`config.mk`:
```
export PLATFORM = sky130hd
export DESIGN_NAME = mem_arbiter
export DESIGN_NICKNAME = d
export VERILOG_FILES = /design/src/rtl/mem_arbiter.sv
export SDC_FILE = /design/constraint.sdc
export NUM_CORES = 1
export LEC_CHECK = 0
export CAP_MARGIN = 20
export CORE_MARGIN = 5
export CORE_UTILIZATION = 30
export CTS_CLUSTER_DIAMETER = 50
export DETAILED_ROUTE_END_ITERATION = 7
export GPL_ROUTABILITY_DRIVEN = 0
export PLACE_DENSITY = 0.7
export REMOVE_ABC_BUFFERS = 1
export SLEW_MARGIN = 0
export SYNTH_ARGS = -nofsm -noshare
export SYNTH_HDL_FRONTEND = slang
export SYNTH_SLANG_ARGS = --single-unit
```
`constraint.sdc`:
```
create_clock -name clk -period 2.2 [get_ports clk]
set_clock_uncertainty 0.05 [all_clocks]
set_input_delay 0.44 -clock clk [delete_from_list [all_inputs] [get_ports clk]]
set_output_delay 0.44 -clock clk [all_outputs]
set_load 0.01 [all_outputs]
```
`src/rtl/mem_arbiter.sv`:
```
// mem_arbiter: shares one pipelined main-memory port between I-cache and D-cache burst transfers.
// Define MEM_ARB_RR_EN for round-robin tie-breaking; otherwise the D-cache wins ties.
module mem_arbiter #(
    parameter int LAT   = 2,
    parameter int BURST = 4
) (
    input  logic                       clk,
    input  logic                       rst,
    input  logic                       ic_req,
    input  logic [15:0]                ic_addr,
    output logic                       ic_gnt,
    output logic                       ic_rvalid,
    output logic [15:0]                ic_rdata,
    output logic [$clog2(BURST)-1:0]   ic_beat,
    output logic                       ic_done,
    input  logic                       dc_req,
    input  logic                       dc_wr,
    input  logic [15:0]                dc_addr,
    input  logic [15:0]                dc_wdata,
    output logic [$clog2(BURST)-1:0]   dc_wbeat,
    output logic                       dc_gnt,
    output logic                       dc_rvalid,
    output logic [15:0]                dc_rdata,
    output logic [$clog2(BURST)-1:0]   dc_beat,
    output logic                       dc_done,
    output logic                       mem_rd,
    output logic                       mem_wr,
    output logic [15:0]                mem_addr,
    output logic [15:0]                mem_wdata,
    input  logic                       mem_stall,
    input  logic [15:0]                mem_rdata
);
    localparam int BW = $clog2(BURST);
    localparam logic [LAT-1:0] TOP = LAT'(1) << (LAT - 1);

    typedef enum logic [1:0] {IDLE, ISSUE, DRAIN} state_t;

    state_t                 state, state_nx;
    logic                   owner_dc, wr_q, pick_dc, any_req;
    logic [15:0]            base;
    logic [BW-1:0]          beat;
    logic [LAT-1:0]         pv;
    logic [LAT-1:0][BW-1:0] pb;
    logic                   accept, last_beat, drain_done, busy, rv_out;
    logic [BW-1:0]          tag;

    assign any_req    = ic_req | dc_req;
    assign accept     = (state == ISSUE) && !mem_stall;
    assign last_beat  = beat == BW'(BURST - 1);
    // Done once every in-flight read except the one returning now has left the pipe.
    assign drain_done = (state == DRAIN) && ((pv & ~TOP) == '0);
    assign busy       = state != IDLE;
    assign rv_out     = pv[LAT-1];
    assign tag        = pb[LAT-1];

`ifdef MEM_ARB_RR_EN
    logic last_dc;

    assign pick_dc = dc_req && (!ic_req || !last_dc);

    always_ff @(posedge clk) begin
        if (rst) begin
            last_dc <= 1'b0;
        end else if (state == IDLE && ic_req && dc_req) begin
            last_dc <= pick_dc;
        end
    end
`else
    assign pick_dc = dc_req;
`endif

    always_ff @(posedge clk) begin
        if (rst) begin
            state    <= IDLE;
            owner_dc <= 1'b0;
            wr_q     <= 1'b0;
            base     <= '0;
            beat     <= '0;
            pv       <= '0;
            pb       <= '0;
        end else begin
            state <= state_nx;
            if (state == IDLE && any_req) begin
                owner_dc <= pick_dc;
                wr_q     <= pick_dc & dc_wr;
                base     <= pick_dc ? dc_addr : ic_addr;
                beat     <= '0;
            end else if (accept) begin
                beat <= beat + 1'b1;
            end
            for (int i = LAT - 1; i > 0; i--) begin
                pv[i] <= pv[i-1];
                pb[i] <= pb[i-1];
            end
            pv[0] <= accept & ~wr_q;
            pb[0] <= beat;
        end
    end

    always_comb begin
        state_nx  = state;
        ic_gnt    = 1'b0;
        ic_rvalid = 1'b0;
        ic_rdata  = '0;
        ic_beat   = '0;
        ic_done   = 1'b0;
        dc_gnt    = 1'b0;
        dc_rvalid = 1'b0;
        dc_rdata  = '0;
        dc_beat   = '0;
        dc_done   = 1'b0;
        dc_wbeat  = '0;
        mem_rd    = 1'b0;
        mem_wr    = 1'b0;
        mem_addr  = '0;
        mem_wdata = '0;

        unique case (state)
            IDLE:    if (any_req) state_nx = ISSUE;
            ISSUE:   if (accept && last_beat) state_nx = DRAIN;
            DRAIN:   if (drain_done) state_nx = IDLE;
            default: state_nx = IDLE;
        endcase

        if (state == ISSUE) begin
            mem_rd   = !wr_q;
            mem_wr   = wr_q;
            mem_addr = base + 16'({beat, 1'b0});
            if (wr_q) mem_wdata = dc_wdata;
            if (owner_dc) dc_wbeat = beat;
        end

        if (busy && owner_dc) begin
            dc_gnt    = 1'b1;
            dc_rvalid = rv_out;
            dc_rdata  = rv_out ? mem_rdata : '0;
            dc_beat   = rv_out ? tag : '0;
            dc_done   = drain_done;
        end else if (busy) begin
            ic_gnt    = 1'b1;
            ic_rvalid = rv_out;
            ic_rdata  = rv_out ? mem_rdata : '0;
            ic_beat   = rv_out ? tag : '0;
            ic_done   = drain_done;
        end
    end

endmodule

```
==> summary.md <==
| Metric | Value |
|---|---|
| Hold crit path type | `flop to flop` |
| Final Power | `~1.5 mW` |
| CP Buf/Inv Count | `1` |
| Delay-heaviest family, CP | `simple AND/OR/NAND/NOR gates` |
| Post-route DRC | `0` |
| Critical-path top delay cell | `or4_4` |
| Fraction of layout cells with a size suffix above 1 | `23.54%` |
| Initial Util | `31.27%` |
| Cell Pwr Density | `374.5 mW/mm^2` |
| Port bufs | `approximately 150` |
| Relative slew slack | `66.77%` |
| Period minus WS final | `2.449 ns` |
| DR vias | `2524` |
| Core box area | `0.006422 sq mm` |
| Commonest non-fill, non-tap cell in the layout | `clkdlybuf4s50_1` |
| Finish-stage setup viols | `11` |
| Hold buffers post-CTS | `0` |
| Final WS setup | `-0.2492 ns` |
| Status | `complete, but fails checks` |
| Clock Path Buffers | `2` |
| Drt wl/cell | `16.21 um` |
| Inserted Diodes | `0` |
| Placed insts | `488` |
| Root Buffer | `clkbuf_8` |
| Crit start category | `flop` |
| Worst Setup SP | `beat[0]` |
| Synthesis Warnings | `0` |
| Die Height | `91.82 um` |
| RSZ-0062 raised after global routing | `yes` |
| GRT Overall Usage | `18.26%` |
| First-pass GRT wire length | `12650 um` |
| Synth cell types | `38` |
| Detailed Route Iter0 Violations | `85` |
| Worst Path Required | `1.71 ns` |
| Placed cell areas | `roughly 0.0037 sq mm` |
| Max-Cap Viols | `0` |
| Slew @ Worst Pin | `0.4978 ns` |
| Max stage delay on crit path | `0.46 ns` |
| Clk sinks | `28` |
| CP arrival | `between 1.5 and 2 ns` |
| Post-Layout Cell Count | `506` |
| Critical path class | `flop to output pin` |
| Vias in the first global route | `2475` |
| Critical Path, Cell by Cell | `ha_4, fa_2, nand4_4, or4_4, a21oi_2, buf_2` |
| # fillers | `600` |
| Final wirelength | `8201 um` |
| Static Leakage | `1.939 nW` |
| Nets | `504` |
| Mean Syn Cell Area | `around 8 sq um` |
| CTS tree | `built` |
| Final instance area | `0.003970 sq mm` |
| IO Count | `148` |
| Failing checks | `negative setup slack` |
| Initial antenna violation count | `0` |
| Fmax | `a little over 0.4 GHz` |
| Most frequent cells in the layout | `71 x clkdlybuf4s50_1, 46 x dlygate4sd2_1, 41 x and2_1, 35 x buf_4, 24 x a21oi_1` |
| Largest net degree at the start of global routing | `29` |
| Overflow after GRT | `0` |
| Seq/Total Area, Yosys | `approximately 28%` |
| Die area | `0.008430 sq mm` |
| RR Startpoint | `state[0]` |
| H-tree levels | `1` |
| Peak supply drop | `0.2774 mV` |
| Post-Syn Instances | `250` |
| Final HPWL from detailed placement | `5889 um` |
| CTS Buf Count | `3` |
| # rows | `29` |
| Vias per cell | `4.988` |
| Worst setup EP type | `output pin` |
| Count of pins over their slew limit | `0` |
| Worst-Skew Late Latency | `0.29 ns` |
| Die Width | `91.82 um` |
| HP Start | `pb[1]` |
| Final hold vios | `0` |
| CTS clk-pin slew, worst paths | `between 0.1 and 0.15 ns` |
| Synth Cell Area | `between 0.002 and 0.0025 sq mm` |
| Crit-path max FO | `4` |
| Synth Register Bits | `28` |
| DRT Pass-1 Iters | `4` |
| Synth-to-Final Area Change | `97.69%` |
| Final worst path period share | `111.3%` |
| Remaining antenna violation count | `0` |
-- flip-flops by register name, summed over array words and instances (netlist names) --
name and flops:
wr_q 1, owner_dc 1, base 16, beat 2, pb 2, state 2
tag 2, pv 2
-- logic make-up (layout without fill, tap and decap cells) --
group | count (synthesis) | count (layout) | synth area share [%]
multiplexers | 21 | 21 | 10.47
XOR/XNOR | 3 | 3 | 1.309
buffers and inverters | 23 | 200 | 5.420
AND/OR/NAND/NOR | 117 | 119 | 35.95
adder cells (fa/ha/maj) | 4 | 4 | 2.866
AO/OA/AOI/OAI | 54 | 54 | 16.07
flip-flops | 28 | 28 | 27.91
-- where the power goes --
part           switching [mW]  internal, mW  total (mW)
sequential             0.0408         0.546       0.587
combinational           0.201         0.275       0.477
clock                   0.179         0.244       0.423
-- stage by stage --
| stage | setup TNS [ns] | worst slack [ns] | hold WS [ns] | util (%) |
|---|---|---|---|---|
| CTS | -1.562 | -0.2145 | 0.3975 | 61.19 |
| global route | -2.723 | -0.3275 | 0.4300 | 61.82 |
| finish | -1.837 | -0.2492 | 0.3946 | 61.82 |
| global placement | -3.638 | -0.3936 | 0.3700 | 58.31 |
| detailed placement | -4.177 | -0.4685 | 0.3720 | 58.31 |
| floorplan | 0 | 0.08876 | 0.3638 | - |
-- final cells by class --
cell class              instances  area [sq um]  share of cell area, %
repair buffers                192          1715                  43.21
multi-input cells             201          1496                  37.69
flip-flops and latches         28         575.6                  14.50
well taps                      77         96.34                  2.427
clock buffers                   3         41.29                  1.040
clock inverters                 1         30.03                 0.7564
inverters                       4         15.01                 0.3782
-- worst paths after layout --
check             cells after the start            to  slack, ns
hold / removal                        1        tag[1]       0.39
setup reg to reg                      6       base[7]       0.73
setup / recovery                      6  mem_addr[13]      -0.25
hold reg to reg                       1        tag[1]       0.39
-- layer usage --
layer,global-route usage [%],vias up,wire length (um)
li1,-,1255,-
met1,22.65,1133,3543
met2,32.93,124,3973
met3,3.437,12,594
met4,3.713,0,90
met5,0,-,0
-- repair_timing --
action,CTS,global route
gates cloned,3,0
setup buffers,9,2
resized for setup,154,24
setup endpoints to repair,77,19
pin swaps,12,6
-- synthesized netlist by cell type, drive strengths merged --
cell / n / area, sq um
a211oi: 16 / 120.1
dfxtp: 28 / 560.5
nor2: 7 / 28.78
clkbuf: 10 / 37.54
fa: 1 / 20.02
nor4b: 2 / 17.52
o21a: 2 / 15.01
a21oi: 27 / 135.1
nand3: 5 / 35.03
o31ai: 3 / 22.52
and3: 19 / 118.9
nor2b: 6 / 37.54
nor4bb: 1 / 10.01
or2: 2 / 12.52
ha: 3 / 37.54
xnor2: 2 / 17.52
xor2: 1 / 8.760
or4: 3 / 22.52
mux2i: 21 / 210.2
or3: 4 / 25.02
o21ai: 6 / 30.03
nor3b: 2 / 20.02
buf: 9 / 56.30
nand4: 3 / 25.02
nand2b: 5 / 31.28
nand3b: 1 / 7.510
nand2: 9 / 33.78
nor3: 3 / 15.01
inv: 4 / 15.01
and2: 41 / 256.5
nor4: 4 / 25.02
(Power assumes the default switching activity.)
